**src/rtl/wb_uart_rx.sv**
```systemverilog
// wb_uart_rx: Wishbone-attached 8N1 UART receiver with a receive FIFO.
//
// Bit period is DIVIDER+2 clocks. The divider is latched at start-bit
// detection, so rewriting it mid-frame only affects the next frame.
//
// Register map (wb_addr_i[3:2]):
//   0 DIVIDER  RW  32-bit bit-period divider (reset 1)
//   1 DATA     RO  {zeros, head byte}; a read pops the FIFO (empty reads 0)
//   2 STATUS   RW1C [0] NOT_EMPTY [1] FULL [2] OVERRUN [3] FRAME_ERR
//                   [15:8] fill count
//   3 SANITY   RO  32'hA17EB0B0
//
// Ports:
//   clk_i, rst_ni         clock, asynchronous active-low reset
//   uart_rx_i             serial input, idle high
//   wb_addr_i/wb_data_i/wb_sel_i/wb_we_i/wb_cyc_i/wb_stb_i  Wishbone slave inputs
//                         (wb_sel_i is ignored)
//   wb_ack_o, wb_data_o   single-cycle acknowledge; data is 0 while ack is low
//   rx_irq_o              interrupt
//
// Optional feature: define WB_UART_RX_IRQ_EN to drive rx_irq_o with a
// registered NOT_EMPTY | OVERRUN | FRAME_ERR; otherwise it is tied low.

module wb_uart_rx #(
    parameter int WB_DATA_WIDTH = 32,
    parameter int WB_ADDR_WIDTH = 32,
    parameter int WB_SEL_WIDTH  = WB_DATA_WIDTH / 8,
    parameter int FIFO_DEPTH    = 8
) (
    input  logic                     clk_i,
    input  logic                     rst_ni,
    input  logic                     uart_rx_i,
    input  logic [WB_ADDR_WIDTH-1:0] wb_addr_i,
    input  logic [WB_DATA_WIDTH-1:0] wb_data_i,
    input  logic [WB_SEL_WIDTH-1:0]  wb_sel_i,
    input  logic                     wb_we_i,
    input  logic                     wb_cyc_i,
    input  logic                     wb_stb_i,
    output logic                     wb_ack_o,
    output logic [WB_DATA_WIDTH-1:0] wb_data_o,
    output logic                     rx_irq_o
);

    localparam int PTR_W = $clog2(FIFO_DEPTH);
    localparam int CNT_W = PTR_W + 1;

    typedef enum logic [1:0] {
        S_IDLE,
        S_START,
        S_DATA,
        S_STOP
    } state_e;

    // ------------------------------------------------------------------
    // Line synchroniser; rx_prev_q gives the previous synchronised bit for
    // falling-edge detection.
    // ------------------------------------------------------------------
    logic rx_meta_q, rx_sync_q, rx_prev_q;

    always_ff @(posedge clk_i or negedge rst_ni) begin
        if (!rst_ni) begin
            rx_meta_q <= 1'b1;
            rx_sync_q <= 1'b1;
            rx_prev_q <= 1'b1;
        end else begin
            rx_meta_q <= uart_rx_i;
            rx_sync_q <= rx_meta_q;
            rx_prev_q <= rx_sync_q;
        end
    end

    // ------------------------------------------------------------------
    // Receive FSM
    // ------------------------------------------------------------------
    state_e      state_q, state_d;
    logic [32:0] cnt_q, cnt_d;
    logic [31:0] div_work_q, div_work_d;
    logic [2:0]  bit_idx_q, bit_idx_d;
    logic [7:0]  shift_q, shift_d;
    logic [32:0] period, half;
    logic        push, frame_set;
    logic [31:0] divider_q;

    always_comb begin
        state_d    = state_q;
        cnt_d      = cnt_q;
        div_work_d = div_work_q;
        bit_idx_d  = bit_idx_q;
        shift_d    = shift_q;
        push       = 1'b0;
        frame_set  = 1'b0;
        // 33-bit arithmetic so DIVIDER = 32'hFFFF_FFFF does not wrap.
        period     = {1'b0, div_work_q} + 33'd2;
        half       = period >> 1;
        unique case (state_q)
            S_IDLE: begin
                if (rx_prev_q && !rx_sync_q) begin
                    state_d    = S_START;
                    div_work_d = divider_q;
                    cnt_d      = 33'd1;
                end
            end
            S_START: begin
                if (cnt_q >= half) begin
                    cnt_d   = 33'd1;
                    state_d = rx_sync_q ? S_IDLE : S_DATA;
                    bit_idx_d = 3'd0;
                end else begin
                    cnt_d = cnt_q + 33'd1;
                end
            end
            S_DATA: begin
                if (cnt_q >= period) begin
                    cnt_d   = 33'd1;
                    shift_d = {rx_sync_q, shift_q[7:1]};
                    if (bit_idx_q == 3'd7) begin
                        state_d = S_STOP;
                    end else begin
                        bit_idx_d = bit_idx_q + 3'd1;
                    end
                end else begin
                    cnt_d = cnt_q + 33'd1;
                end
            end
            S_STOP: begin
                if (cnt_q >= period) begin
                    cnt_d   = 33'd0;
                    state_d = S_IDLE;
                    if (rx_sync_q) begin
                        push = 1'b1;
                    end else begin
                        frame_set = 1'b1;
                    end
                end else begin
                    cnt_d = cnt_q + 33'd1;
                end
            end
            default: state_d = S_IDLE;
        endcase
    end

    always_ff @(posedge clk_i or negedge rst_ni) begin
        if (!rst_ni) begin
            state_q    <= S_IDLE;
            cnt_q      <= '0;
            div_work_q <= 32'd1;
            bit_idx_q  <= '0;
            shift_q    <= '0;
        end else begin
            state_q    <= state_d;
            cnt_q      <= cnt_d;
            div_work_q <= div_work_d;
            bit_idx_q  <= bit_idx_d;
            shift_q    <= shift_d;
        end
    end

    // ------------------------------------------------------------------
    // Receive FIFO
    // ------------------------------------------------------------------
    logic [7:0]       mem_q [FIFO_DEPTH];
    logic [PTR_W-1:0] wr_ptr_q, wr_ptr_d, rd_ptr_q, rd_ptr_d;
    logic [CNT_W-1:0] count_q, count_d;
    logic             pop_pend_q, pop_pend_d;
    logic             full, empty, pop, push_ok, overrun_set;

    assign full  = (count_q == CNT_W'(FIFO_DEPTH));
    assign empty = (count_q == '0);
    // The pop is decided at request time and executed in the ack cycle.
    assign pop   = pop_pend_q;
    // A simultaneous pop frees a slot, so a full FIFO still takes the byte.
    assign push_ok     = push && (!full || pop);
    assign overrun_set = push && full && !pop;

    always_comb begin
        wr_ptr_d = wr_ptr_q;
        rd_ptr_d = rd_ptr_q;
        count_d  = count_q;
        if (push_ok) begin
            wr_ptr_d = wr_ptr_q + PTR_W'(1);
        end
        if (pop) begin
            rd_ptr_d = rd_ptr_q + PTR_W'(1);
        end
        unique case ({push_ok, pop})
            2'b10:   count_d = count_q + CNT_W'(1);
            2'b01:   count_d = count_q - CNT_W'(1);
            default: count_d = count_q;
        endcase
    end

    always_ff @(posedge clk_i) begin
        if (push_ok) begin
            mem_q[wr_ptr_q] <= shift_q;
        end
    end

    // ------------------------------------------------------------------
    // Wishbone slave
    // ------------------------------------------------------------------
    logic                     ack_q, ack_d;
    logic [WB_DATA_WIDTH-1:0] rdata_q, rdata_d;
    logic [31:0]              divider_d;
    logic                     overrun_q, overrun_d, frame_err_q, frame_err_d;
    logic                     req;
    logic [1:0]               sel;
    logic [31:0]              wdata32, rd32, status32;
    logic                     unused_ok;

    assign unused_ok = ^{wb_sel_i, wb_addr_i};
    assign req       = wb_cyc_i && wb_stb_i && !ack_q;
    assign sel       = wb_addr_i[3:2];
    assign wdata32   = 32'(wb_data_i);
    assign status32  = {16'd0, 8'(count_q), 4'd0, frame_err_q, overrun_q, full, !empty};

    always_comb begin
        unique case (sel)
            2'd0:    rd32 = divider_q;
            2'd1:    rd32 = empty ? 32'd0 : {24'd0, mem_q[rd_ptr_q]};
            2'd2:    rd32 = status32;
            default: rd32 = 32'hA17E_B0B0;
        endcase
    end

    always_comb begin
        ack_d       = req;
        rdata_d     = (req && !wb_we_i) ? WB_DATA_WIDTH'(rd32) : '0;
        pop_pend_d  = req && !wb_we_i && (sel == 2'd1) && !empty;
        divider_d   = divider_q;
        overrun_d   = overrun_q;
        frame_err_d = frame_err_q;
        if (req && wb_we_i && (sel == 2'd0)) begin
            divider_d = wdata32;
        end
        if (req && wb_we_i && (sel == 2'd2)) begin
            if (wdata32[2]) overrun_d   = 1'b0;
            if (wdata32[3]) frame_err_d = 1'b0;
        end
        // Set after clear so a same-cycle event is never lost.
        if (overrun_set) overrun_d   = 1'b1;
        if (frame_set)   frame_err_d = 1'b1;
    end

    always_ff @(posedge clk_i or negedge rst_ni) begin
        if (!rst_ni) begin
            wr_ptr_q    <= '0;
            rd_ptr_q    <= '0;
            count_q     <= '0;
            pop_pend_q  <= 1'b0;
            ack_q       <= 1'b0;
            rdata_q     <= '0;
            divider_q   <= 32'd1;
            overrun_q   <= 1'b0;
            frame_err_q <= 1'b0;
        end else begin
            wr_ptr_q    <= wr_ptr_d;
            rd_ptr_q    <= rd_ptr_d;
            count_q     <= count_d;
            pop_pend_q  <= pop_pend_d;
            ack_q       <= ack_d;
            rdata_q     <= rdata_d;
            divider_q   <= divider_d;
            overrun_q   <= overrun_d;
            frame_err_q <= frame_err_d;
        end
    end

    assign wb_ack_o  = ack_q;
    assign wb_data_o = rdata_q;

`ifdef WB_UART_RX_IRQ_EN
    logic irq_q, irq_d;

    assign irq_d = !empty || overrun_q || frame_err_q;

    always_ff @(posedge clk_i or negedge rst_ni) begin
        if (!rst_ni) begin
            irq_q <= 1'b0;
        end else begin
            irq_q <= irq_d;
        end
    end

    assign rx_irq_o = irq_q;
`else
    assign rx_irq_o = 1'b0;
`endif

endmodule

```
**config.mk**
```make
export PLATFORM = sky130hd
export DESIGN_NAME = wb_uart_rx
export DESIGN_NICKNAME = d
export VERILOG_FILES = /design/src/rtl/wb_uart_rx.sv
export SDC_FILE = /design/constraint.sdc
export NUM_CORES = 1
export LEC_CHECK = 0
export CAP_MARGIN = 30
export CORE_AREA = 2 2 193 195
export CTS_CLUSTER_SIZE = 28
export DETAILED_ROUTE_END_ITERATION = 10
export DIE_AREA = 0 0 195 197
export SYNTH_ARGS = -nofsm -noshare
export SYNTH_HDL_FRONTEND = slang
export SYNTH_SLANG_ARGS = --single-unit
export TNS_END_PERCENT = 30
```
**constraint.sdc**
```tcl
create_clock -name clk_i -period 8.75 [get_ports clk_i]
set_input_delay 1.75 -clock clk_i [delete_from_list [all_inputs] [get_ports clk_i]]
set_output_delay 1.75 -clock clk_i [all_outputs]
set_load 0.01 [all_outputs]
```
After elaboration in Yosys (flattened, before gate mapping). Memories as Yosys holds them, arrays and structs flattened. Index checks and enable logic that the tools add are counted.

$add $sub $neg: 7. Magnitude comparators: 2. Equal/unequal tests: 15. Mux-type cells: 34. Reduce and logical (&&, ||, !) cells: 34.

Operators with widths (count): $mux W33 (4); $pmux W33 S4 (1); $pmux W32 S3 (1); $add A32 B2 Y33 const B (1); $add A33 B1 Y33 const B (1); $ge A33 B32 Y1 (1); $ge A33 B33 Y1 (1); $mux W32 (1); $mux W1 (14); $logic_and A1 B1 Y1 (12); $mux W2 (6); $ne A2 B2 Y1 const B (6); $reduce_bool A2 Y1 (6); $add A3 B1 Y3 const B (3); $mux W3 (3); $eq A2 B2 Y1 const B (4); $mux W8 (1); $pmux W2 S4 (1); $pmux W4 S2 (1); $reduce_and A2 Y1 (4); $eq A2 B1 Y1 const B (3); $logic_not A1 Y1 (6); $pmux W3 S2 (1); $reduce_and A5 Y1 (1); other kinds (8) (9).

Register bits: 159. Memory bits (writable): 64. Input port bits: 74. Output and inout bits: 34. Logic and storage cells: 110. Memories kept: 1.

Memory list: mem_q (depth 8, bits a word 8, rd ports 1, clocked after memory_dff 0, write ports 1, line 161) `logic [7:0] mem_q [FIFO_DEPTH];`.

Longest topological paths before layout. Gate-level depths: netlist of run 1.

Word-level depth: 8. Depth in mapped cells: 25. Mapped depth without buffers: 24.

Worst setup path before layout of run 1. No wires, ideal clock.

Kind: register -> register. Start: reg div_work_q[1]. End: mem mem_q[2][0] (enable). Setup time: 395 ps. Arrival: 4105 ps. Path slack: 4250 ps. Cell stages (with the launch flop): 18. Period minus slack after synthesis: 4500 ps. Cell sequence: dfrtp_1 > ha_1 > and4_1 > and3_1 > clkbuf_1 > nand3_1 > nor2_1 > nand2_1 > xor2_1 > ha_1 > o21ai_0 > a21oi_1 > a22o_1 > nor2_1 > o32ai_4 > a211oi_2 > nor2_2 > nor4bb_1.

Longest elaborated chain between the ends: 7.

Ends and longest elaborated chain: start, declared (line 77) `logic [31:0] div_work_q, div_work_d;`; start signal, assigned (line 152) `div_work_q <= div_work_d;`; $add A32 B2 Y33 (line 93) `period = {1'b0, div_work_q} + 33'd2;`; $ge A33 B33 Y1 (line 126) `if (cnt_q >= period) begin`; $mux W1 (line 126); $mux W1 (line 95) `unique case (state_q)`; $logic_and A1 B1 Y1 (line 172) `assign push_ok = push && (!full || pop);`; $mux W1 (line 193) `if (push_ok) begin`; $mux W1 (not written as such) (line 194) `mem_q[wr_ptr_q] <= shift_q;`; end, declared (line 161).

Every way passes these cells.

Final worst setup path of run 1.
Start: reg div_work_q[11]. End: reg count_q[3].

Longest elaborated chain between the ends: 7. Elaborated cells on any way between the ends: 9. Classes of those cells: 1 x add/sub; 1 x order compare; 2 x eq/ne; 3 x mux; 2 x reduce/logical.

Ends and longest elaborated chain: $add A32 B2 Y33 (*) (line 93); $ge A33 B33 Y1 (*) (line 126); $mux W1 (*) (line 126); $mux W1 (*) (line 95); $logic_and A1 B1 Y1 (*) (line 172); $eq A2 B1 Y1 or $eq A2 B2 Y1 (tied branches) (line 185) `unique case ({push_ok, pop})`; $pmux W4 S2 or $reduce_bool A2 Y1 (tied branches); end signal, assigned (line 258) `count_q <= count_d;`; end, declared (line 163) `logic [CNT_W-1:0] count_q, count_d;`.

Mark *: on every way between the ends. The rest lies on a longest branch, timed or not. A chain may end at the register's enable or synchronous reset.

==> impl_metrics.env, run 1 <==
export IMPL_dieHeight_um=197
export IMPL_place_area_um2=12750
export IMPL_port_buffer_count=72
export IMPL_grt_pass1_vias=7894
export IMPL_cts_tree="yes"
export IMPL_reg2reg_depth=23
export IMPL_core_um2=36260
export IMPL_root_buffer="clkbuf_16"
export IMPL_r2r_start="div_work_q[11]"
export IMPL_max_clock_path_buffers=3
export IMPL_area_growth_pct=17.44
export IMPL_fin_crit_ps=5577
export IMPL_p_total_mw=3.264
export IMPL_grt_pass1_wl_um=42970
export IMPL_reg2reg_slack_ps=3170
export IMPL_ys_types=76
export IMPL_maxCapViolCount=0
export IMPL_regArea_um2=5907
export IMPL_rows=70
export IMPL_synth_edf_count=64
export IMPL_wirelength_um=26430
export IMPL_path_common_cell="nand2_1"
export IMPL_fin_area_um2=13560
export IMPL_endpoint="count_q[3]"
export IMPL_worstSetupPathType="register to register"
export IMPL_overflow=0
export IMPL_max_freq_mhz=179.3
export IMPL_wire_per_inst_um=17.20
export IMPL_antenna_left=0
export IMPL_period_share_pct=63.73
export IMPL_async_reset_ff_share_pct=71.30
export IMPL_drcViolationCount=0
export IMPL_syn_nets=1131
export IMPL_clk_pin_slew_ps=60
export IMPL_worstReg2RegEnd="count_q[3]"
export IMPL_crit_required_ps=9160
export IMPL_cts_max_level=1
export IMPL_insertedDiodeCount=0
export IMPL_synth_seq_cells=223
export IMPL_end_kind="register"
export IMPL_netlist_top_cells_area="dfrtp_1 (33%), edfxtp_1 (17%), ha_1 (7.9%)"
export IMPL_drive_gt1_share_pct=15.53
export IMPL_initial_core_util_pct=31.84
export IMPL_clock_sinks=223
export IMPL_worst_setup_path_start_kind="register"
export IMPL_arrival_ps=5990
export IMPL_cp_cell_sequence="nand4_1, nor2_1, nand2_1, nor3_1, nand3_1, xor2_1, ha_1, nand4_1, nor2_1, o21a_1, a21boi_1, o311a_1, a211o_1, nand2_2, nand2_1, inv_1, ha_1, a21o_1, a21oi_1, nand2_1, a21oi_1, a41o_1, mux2i_1"
export IMPL_setup_viol_count_final=0
export IMPL_synth_top_cell_by_area="dfrtp_1"
export IMPL_min_path_type="register to register"
export IMPL_rsz0062_at_grt="false"
export IMPL_syn_inst=983
export IMPL_fin_nets=1198
export IMPL_grt_max_degree=92
export IMPL_dieWidth_um=195
export IMPL_fin_tns_setup_ps=0
export IMPL_critPathMaxStageDelay_ps=610
export IMPL_peakVddDrop_mv=0.1548
export IMPL_maxSlewHeadroom_pct=40.91
export IMPL_cts_buffers_inserted=25
export IMPL_hp_start="rx_meta_q"
export IMPL_io_pins=108
export IMPL_grt_util_all_layers_pct=13.94
export IMPL_seq_area_frac_synth_pct=51.17
export IMPL_worst_pin_slew_ps=883.2
export IMPL_holdWs_ps=355.9
export IMPL_clock_latency_ps=530
export IMPL_gp_congestion=0.8770
export IMPL_vias_per_cell=5.115
export IMPL_syn_area_per_cell_um2=11.74
export IMPL_dr_total_vias=7861
export IMPL_slowest_stage="nor2_1"
export IMPL_final_hold_violation_count=0
export IMPL_synth_flop_cell="dfrtp_1"
export IMPL_syn_area_um2=11540
export IMPL_worstPathMaxFanout=11
export IMPL_clock_skew_final_ps=23.82
export IMPL_slew_viol_final=0
export IMPL_multi_input_area_um2=5295
export IMPL_layout_commonest_cell="dfrtp_1"
export IMPL_p_leak_nw=5.740
export IMPL_outcome="complete, no violations"
export IMPL_crit_path_start="div_work_q[11]"
export IMPL_yosysWarnings=0
export IMPL_cts_repair_resized=0
export IMPL_dr_first_iter_drc_count=431
export IMPL_postCtsHoldBufs=0
export IMPL_layout_common_cells="dfrtp_1 (154), nand2_1 (80), mux2_2 (77)"
export IMPL_post_cts_buffers=0
export IMPL_antenna_found_initial=0
export IMPL_synth_top_area_share_pct=33.38
export IMPL_post_dp_hpwl_um=18760
export IMPL_n_fill_cell=3551
export IMPL_die_area_um2=38420
export IMPL_dr_pass1_iters=5
export IMPL_power_density_nw_per_um2=240.7
==> stage by stage <==
| step | cells | utilization, % | worst slack [ps] |
|---|---|---|---|
| after floorplan | 983 | - | 4250 |
| after global placement | 1488 | 35.04 | 3348 |
| after detailed placement | 1491 | 35.17 | 3215 |
| after CTS | 1537 | 37.39 | 3200 |
| after global routing | 1537 | 37.39 | 2740 |
| final | 1537 | 37.39 | 3173 |
==> registers in the layout, summed over array words and instances, names as in the netlist, named ones only <==
register / flops
cnt_q: 33
state_q: 1
rx_sync_q: 1
shift_q: 8
wr_ptr_q: 3
wb_data_o: 32
mem_q: 64
div_work_q: 32
divider_q: 32
frame_err_q: 1
overrun_q: 1
count_q: 4
rx_meta_q: 1
pop: 1
bit_idx_q: 3
rd_ptr_q: 3
wb_ack_o: 1
rx_prev_q: 1
==> cells by family (layout without fill, tap and decap cells) <==
| logic type | Yosys count | after routing | share of synthesized area (%) |
|---|---|---|---|
| other | 1 | 1 | 0.03249 |
| flip-flops | 223 | 223 | 51.17 |
| multiplexers | 104 | 104 | 11.64 |
| buffers and inverters | 80 | 166 | 3.046 |
| adder cells (fa/ha/maj) | 74 | 74 | 8.086 |
| AO/OA/AOI/OAI | 172 | 172 | 9.972 |
| XOR/XNOR | 35 | 35 | 2.775 |
| AND/OR/NAND/NOR | 294 | 294 | 13.28 |
==> metal layers <==
layer / part of all wire, % / track usage [%]
met1: 46 / 18.91
met2: 49 / 23.70
met3: 3.5 / 1.780
met4: 1.9 / 3.449
met5: 0 / 0
==> worst max-delay path, delay by kind of cell (launching register included) <==
| family | cells | cell delay, ps |
|---|---|---|
| AOI/OAI and AO/OA | 8 | 1710 |
| xor gates and xnor gates | 1 | 190 |
| adders and majority gates | 2 | 570 |
| buffers and inverters | 1 | 80 |
| DFF | 1 | 460 |
| muxes | 1 | 60 |
| and+or+nand+nor | 10 | 2390 |
==> worst min path at each step <==
stage	end	slack, ps	cells after the start
floorplan	rx_sync_q	350	0
global placement	rx_sync_q	350	0
detailed placement	rx_sync_q	350	0
CTS	rx_sync_q	360	0
global route	rx_sync_q	360	0
finish	rx_sync_q	360	0
==> synth_stat cells, drive strengths merged (15+ instances only) <==
master / instances
dfrtp: 154
nor3: 15
o21ai: 25
ha: 73
a21oi: 63
inv: 38
a31oi: 15
nand4: 21
and3: 29
clkbuf: 28
xor2: 24
edfxtp: 64
nand2: 84
nand3: 44
nor2: 46
mux2: 79
mux4: 16
==> where the power goes <==
part / leakage (nW) / internal [mW] / switching (mW) / total, mW
logic: 2.64 / 0.374 / 0.459 / 0.833
registers: 2.69 / 1.21 / 0.192 / 1.40
clock network: 0.403 / 0.601 / 0.426 / 1.03
total: 5.74 / 2.19 / 1.08 / 3.26
==> layout make-up <==
class / count / share of cell area (%)
clock buffers: 29 / 4.873
flip-flops and latches: 223 / 43.57
clock inverters: 17 / 1.071
multi-input cells: 680 / 39.06
repair buffers: 82 / 6.054
inverters: 38 / 1.052
well taps: 468 / 4.319
No activity file was read; power rests on OpenSTA's default activity.
==> inputs of run 2 (changes only) <==
- clock period: 8.75 -> 5.44 ns (I/O delays scaled with it)
==> run 2 against run 1 <==
  * Worst hold slack about the same
  * Global-route usage grew 0.18 points
  * Clock power rose by 58%
  * Total power up 61%
  * First-iteration DRC count down 5.6%
  * Die area did not move
  * Critical path depth grew 1
  * Sequential share of layout area down 0.32 points
  * Maximum frequency rose by 12%
  * Sequential cell count did not move
  * Core utilization up 0.28 points
  * Largest power group unchanged
==> impl_metrics.env, run 2 (same netlist as run 1, synthesis figures left out) <==
export IMPL_outcome="complete, no violations"
export IMPL_maxSlewHeadroom_pct=34.25
export IMPL_wire_per_inst_um=17.20
export IMPL_holdWs_ps=356.0
export IMPL_placed_cells_incl_taps=1500
export IMPL_worstSetupPathType="register to register"
export IMPL_io_pins=108
export IMPL_min_path_type="register to register"
export IMPL_rows=70
export IMPL_grt_pass1_vias=8065
export IMPL_postCtsHoldBufs=0
export IMPL_initial_core_util_pct=31.84
export IMPL_antenna_found_initial=0
export IMPL_gp_congestion=0.8528
export IMPL_worst_pin_slew_ps=980.9
export IMPL_hold_depth=0
export IMPL_layout_common_cells="dfrtp_1 (154), nand2_1 (80), mux2_2 (77)"
export IMPL_grt_util_all_layers_pct=14.12
export IMPL_max_freq_mhz=200.0
export IMPL_rsz0062_at_grt="false"
export IMPL_peakVddDrop_mv=0.2641
export IMPL_clock_skew_final_ps=11.58
export IMPL_setup_viol_count_final=0
export IMPL_port_buffer_count=72
export IMPL_maxCapViolCount=0
export IMPL_p_total_mw=5.265
export IMPL_slew_viol_final=0
export IMPL_power_density_nw_per_um2=385.5
export IMPL_largest_reg_flops=64
export IMPL_overflow=0
export IMPL_root_buffer="clkbuf_16"
export IMPL_cts_tree="yes"
export IMPL_largestRegisters="mem_q (64), cnt_q (33)"
export IMPL_p_leak_nw=5.798
export IMPL_core_um2=36260
export IMPL_end_kind="register"
export IMPL_cts_max_level=1
export IMPL_reg2reg_depth=24
export IMPL_vias_per_cell=5.151
export IMPL_fin_tns_setup_ps=0
export IMPL_fin_nets=1209
export IMPL_regMostFlops="mem_q"
export IMPL_drcViolationCount=0
export IMPL_crit_required_ps=5850
export IMPL_grt_pass1_wl_um=43840
export IMPL_wirelength_um=26590
export IMPL_dieHeight_um=197
export IMPL_drive_gt1_share_pct=16.33
export IMPL_period_share_pct=91.91
export IMPL_post_dp_hpwl_um=19150
export IMPL_final_hold_violation_count=0
export IMPL_fin_crit_ps=5000
export IMPL_dr_total_vias=7964
export IMPL_final_cells=1546
export IMPL_dr_pass1_iters=5
export IMPL_grt_max_degree=95
export IMPL_layout_commonest_cell="dfrtp_1"
export IMPL_max_clock_path_buffers=3
export IMPL_clk_pin_slew_ps=60
export IMPL_clock_sinks=223
export IMPL_arrival_ps=5410
export IMPL_dieWidth_um=195
export IMPL_die_area_um2=38420
export IMPL_worstPathMaxFanout=5
export IMPL_worst_setup_path_start_kind="register"
export IMPL_area_growth_pct=18.31
export IMPL_antenna_left=0
export IMPL_clock_latency_ps=530
export IMPL_cts_buffers_inserted=24
export IMPL_dr_first_iter_drc_count=407
export IMPL_insertedDiodeCount=0
-- run 2: metrics by stage --
step | util (%) | setup WS, ps | cell area, um2
2_1_floorplan | - | 940.1 | 11540
4_1_cts | 37.53 | 325.5 | 13610
3_5_place_dp | 35.34 | 346.6 | 12810
6_report | 37.66 | 440.3 | 13660
3_3_place_gp | 35.22 | 464.3 | 12770
5_1_grt | 37.66 | 42.13 | 13660
-- run 2: final timing paths --
check,startpoint,endpoint,slack (ps)
hold / removal,rx_meta_q,rx_sync_q,360
hold reg to reg,rx_meta_q,rx_sync_q,360
setup reg to reg,div_work_q[1],count_q[3],440
max in group asynchronous,rst_ni,cnt_q[23],3980
min in group asynchronous,rst_ni,divider_q[22],550
setup / recovery,div_work_q[1],count_q[3],440
-- run 2: routing by layer --
metal	global-route usage (%)	wire, um	vias to the layer above
li1	-	-	3811
met1	19.49	12060	3969
met2	23.64	12980	150
met3	1.865	1073	34
met4	3.336	486	0
met5	0	0	-
-- run 2: power by group --
part           switching [mW]  leakage, nW  internal [mW]  total, mW
clock network           0.662        0.397          0.972       1.63
registers               0.295         2.69           1.95       2.24
logic                   0.764         2.71          0.621       1.39
-- run 2: critical path: stages (launching register included) --
cell and delay, ps:
dfrtp_1 410, ha_1 220, and4_1 230, and3_1 330, nand3_1 230, nor2_1 230, nand2_1 90, xor2_1 160
ha_1 300, nand4_1 90, nor2_1 270, o21a_1 240, a21boi_1 330, o311a_1 250, a211o_1 150, nand2_2 100
nand2_1 130, inv_1 70, ha_1 270, a21o_1 150, a21oi_1 190, nand2_1 80, a21oi_1 170, a41o_1 110
mux2i_1 60
-- run 2: final cells by class --
type	count	area, um2
Clock buffer	33	684.4
Clock inverter	10	110.1
Fill cell	3495	22600
Inverter	38	142.6
Multi-Input combinational cell	680	5300
Sequential cell	223	5907
Tap cell	468	585.6
Timing Repair Buffer	94	927.1
-- run 2: timing repair --
item,4_1_cts,5_1_grt
buffers inserted,0,2
endpoints found under the setup margin,0,1
resized for setup,0,1
==> RTL change 1: new RTL, flow settings as in run 2 <==
Compare `count_q` against `CNT_W'(FIFO_DEPTH)` with >= in place of ==.
--- a/src/rtl/wb_uart_rx.sv
+++ b/src/rtl/wb_uart_rx.sv
@@ -164,7 +164,7 @@
     logic             pop_pend_q, pop_pend_d;
     logic             full, empty, pop, push_ok, overrun_set;
 
-    assign full  = (count_q == CNT_W'(FIFO_DEPTH));
+    assign full  = (count_q >= CNT_W'(FIFO_DEPTH));
     assign empty = (count_q == '0);
     // The pop is decided at request time and executed in the ack cycle.
     assign pop   = pop_pend_q;
Check against the original RTL: same outputs for any inputs over 10 cycles, from zero or initial values and one cycle with rst_ni low; that may be too few to reach the edited logic, so the function may still have changed.
==> RTL change 1 against run 2 <==
Routed wire length up 2.4%; clock skew about the same; sequential cell count unchanged; synthesized area about the same; final area up 0.17%; power down 0.73%; global-route usage up 0.077 points; sequential power about the same; worst setup slack better by 100 ps; critical path type unchanged; highest routed layer unchanged.
==> RTL change 1: results <==
group,metric,value,unit
run_status,status,"complete, no violations",
worst_setup_path,cpPeakStageDelay,450,ps
finish,clk_share,0.0595,
worst_setup_path,arrival,5140,ps
sta,max_slew_margin,0.445,
worst_setup_path,r2r_end,"mem_q[2][3]",
power,p_leak,5.85,nW
global_routing,grt_util_met1,0.195,
finish,multi_input_gates,707,
synthesis,synth_compound_area_frac,0.0873,
synthesis,muxShareOfSynthArea,0.113,
synthesis,synth-xor-area-share,0.0293,
synthesis,synth_common_cells,"154 x dfrtp_1, 99 x nand2_1, 80 x mux2_2, 73 x ha_1, 70 x nor2_1",
worst_setup_path,worstPathMaxFanout,8,
routing,wl,27200,microns
synthesis,synth_cell_types,71,
placement,post-place-cells,1521,
synthesis,synth_fa_ha_area_frac,0.0809,
global_routing,gr-usage-met2,0.239,
synthesis,seq_area_frac_synth,0.512,
finish,instances_no_fill,1567,
routing,drtIter0Drc,481,
routing,dr.pass1.iters,5,
synthesis,synth_area_leaders,"dfrtp_1 33%, edfxtp_1 17%, ha_1 7.9%",
sta,fin_skew,11.4,ps
finish,diodes,0,
clocking,clkLatencyLatePin,540,ps
routing,route.met3.wl,1230,microns
power,peakVddDrop,0.285,mV
global_routing,grt_pass1_wl,43700,microns
synthesis,syn_avg_cell_area,11.5,sq um
worst_setup_path,reg2regPathDepth,18,
placement,routabilityCongestion,0.834,
routing,routed-wl-met2,13100,microns
global_routing,use_met3,0.0212,
finish,fillers,3509,
worst_setup_path,r2r_slack,540,ps
finish,reg_top3,"mem_q: 64 flops, cnt_q: 33 flops",
finish,layout-drive-gt1-share,0.167,
synthesis,synth-seq-cells,223,
global_routing,grt_pass1_vias,7991,
global_routing,grt_max_degree,102,
routing,vias_per_cell,5.15,
clocking,cts_inserted_buffers,25,
worst_setup_path,worst_path_max_delay_cell,"nor4bb_1",
global_routing,grt_use_total,0.142,
finish,buf_share,0.0645,
worst_hold_path,min_to,"rx_sync_q",
placement,hpwl,19400,microns
finish,buffers_excl_clock,90,
finish,multi_input_area_share,0.392,
routing,top_layer,"met4",
-- RTL change 1: cell types whose count changed in the layout (fill, tap and decap cells not counted), moves of 9 or more --
cell and change:
nor2_1 +25, nand2_1 +19, o22ai_1 +23, nand3b_1 -9, and2_1 +19, a31oi_1 -12
a21oi_1 -30
-- RTL change 1: report_power, final --
part / switching, mW / total, mW / internal, mW
Sequential: 0.295 / 2.24 / 1.94
Combinational: 0.711 / 1.34 / 0.630
Clock: 0.713 / 1.65 / 0.934
Total: 1.72 / 5.23 / 3.51
-- RTL change 1: stage by stage --
| stage | instance area (sq um) | setup WS, ps |
|---|---|---|
| floorplan | 11500 | 1020 |
| global placement | 12800 | 538 |
| detailed placement | 12900 | 542 |
| CTS | 13700 | 504 |
| global route | 13700 | 97.3 |
| finish | 13700 | 544 |
-- RTL change 1: cell families after synthesis --
family | count (synthesis)
buffers and inverters | 73
muxes | 99
other | 1
AOI/OAI and AO/OA | 148
adders and majority gates | 74
DFF | 223
and+or+nand+nor | 348
xor gates and xnor gates | 37
==> RTL change 2: new RTL, settings of run 2 <==
Without the edit above. Change the parameter `WB_DATA_WIDTH` from 32 to 48.
--- a/src/rtl/wb_uart_rx.sv
+++ b/src/rtl/wb_uart_rx.sv
@@ -22,7 +22,7 @@
 // registered NOT_EMPTY | OVERRUN | FRAME_ERR; otherwise it is tied low.
 
 module wb_uart_rx #(
-    parameter int WB_DATA_WIDTH = 32,
+    parameter int WB_DATA_WIDTH = 48,
     parameter int WB_ADDR_WIDTH = 32,
     parameter int WB_SEL_WIDTH  = WB_DATA_WIDTH / 8,
     parameter int FIFO_DEPTH    = 8
Ports: changed (resized wb_data_i, wb_data_o and wb_sel_i); port bits go from 108 to 142. No check against the original RTL was run, so the function may have changed too.
==> RTL change 2 against run 2 <==
Routed wire length up 0.76%; clock skew up 3.0 ps; sequential cell count unchanged; sequential share of layout area down 0.17 points; synthesized cell count up 1.6%; combinational power about the same; power down 0.74%; final area up 0.40%; hold slack worse by 16 ps; critical path type unchanged; worst setup slack better by 140 ps; die area unchanged; synthesized area up 1.0%.
==> RTL change 2: results <==
group,metric,value,unit
worst_setup_path,arrival,5310,ps
clocking,clockBufferDepth,3,
power,p_leak,5.83,nW
finish,nets,1242,
routing,dr.pass1.iters,7,
finish,layout-drive-gt1-share,0.161,
sta,min_period,4860,ps
finish,reg_top3,"mem_q: 64 flops, cnt_q: 33 flops",
global_routing,grt_max_degree,97,
worst_setup_path,r2r_end,"count_q[3]",
power,peakVddDrop,0.275,mV
placement,post-place-cells,1517,
placement,hpwl,19400,microns
global_routing,gr-usage-met2,0.240,
routing,route.met3.wl,999,microns
synthesis,synth-main-ff-cell,"dfrtp_1",
worst_setup_path,worstPathMaxFanout,5,
worst_setup_path,r2r_slack,580,ps
global_routing,use_met3,0.0176,
synthesis,synth_area_leaders,"dfrtp_1 33%, edfxtp_1 16%, ha_1 7.8%",
run_status,status,"complete, no violations",
global_routing,grt_pass1_vias,8029,
routing,top_layer,"met4",
synthesis,syn_avg_cell_area,11.7,sq um
worst_setup_path,critPathTopFamily,"compound AO/OA/AOI/OAI gates",
sta,worst_slew_pin_slew,941,ps
worst_hold_path,min_path_type,"in -> async",
global_routing,grt_pass1_wl,43400,microns
routing,routedWlPerCell,17.2,microns
placement,dpl-instance-area,12900,sq um
global_routing,grt_use_total,0.141,
routing,routed-wl-met2,13200,microns
worst_setup_path,worst_path_max_delay_cell,"dfrtp_1",
synthesis,synth_edf_count,64,
global_routing,grt_util_met1,0.190,
synthesis,synth-async-reset-ratio,0.713,
placement,io_buffers,72,
synthesis,synthesis.yosys.warnings,0,
global_routing,antenna_found_initial,0,
synthesis,synth_common_cells,"154 x dfrtp_1, 80 x nand2_1, 77 x mux2_2, 73 x ha_1, 64 x edfxtp_1",
routing,met1_length,12200,microns
routing,wl,26800,microns
sta,fin_skew,14.6,ps
clocking,htreeDepth,1,
worst_setup_path,r2r_start,"div_work_q[1]",
routing,vias_per_cell,5.11,
clocking,cts_inserted_buffers,24,
routing,drtIter0Drc,400,
placement,routabilityCongestion,0.881,
worst_setup_path,reg2regPathDepth,23,
synthesis,seq_area_frac_synth,0.506,
worst_setup_path,worstSetupEndpointType,"register",
clocking,post-cts-setup-buffer-count,0,
placement,pre_cts_ws,451,ps
sta,hold_ws,340,ps
RTL change 2: changes by cell type in the layout (fill, tap and decap cells not counted), moves of 2 or more:
cell | before | now
clkinvlp_4 | 0 | 2
clkbuf_1 | 4 | 7
buf_4 | 19 | 17
clkinv_2 | 6 | 4
conb_1 | 1 | 17
RTL change 2: logic make-up after synthesis:
kind of cell    synth area share
buf+inv                   0.0404
simple gates               0.131
other cells             0.000322
compound gates            0.0987
fa+ha+maj                 0.0800
flops                      0.506
mux                        0.115
xor+xnor                  0.0275
RTL change 2: where the power goes:
part	internal, mW	switching (mW)	total [mW]
Combinational	0.619	0.774	1.39
Sequential	1.95	0.296	2.25
Clock	0.923	0.664	1.59
Total	3.49	1.73	5.23
RTL change 2: layout make-up:
cell class,instances,area (sq um)
flip-flops and latches,223,5910
multi-input cells,696,5370
repair buffers,93,936
clock buffers,35,682
well taps,468,586
inverters,38,143
fillers,3534,22500
clock inverters,9,92.6
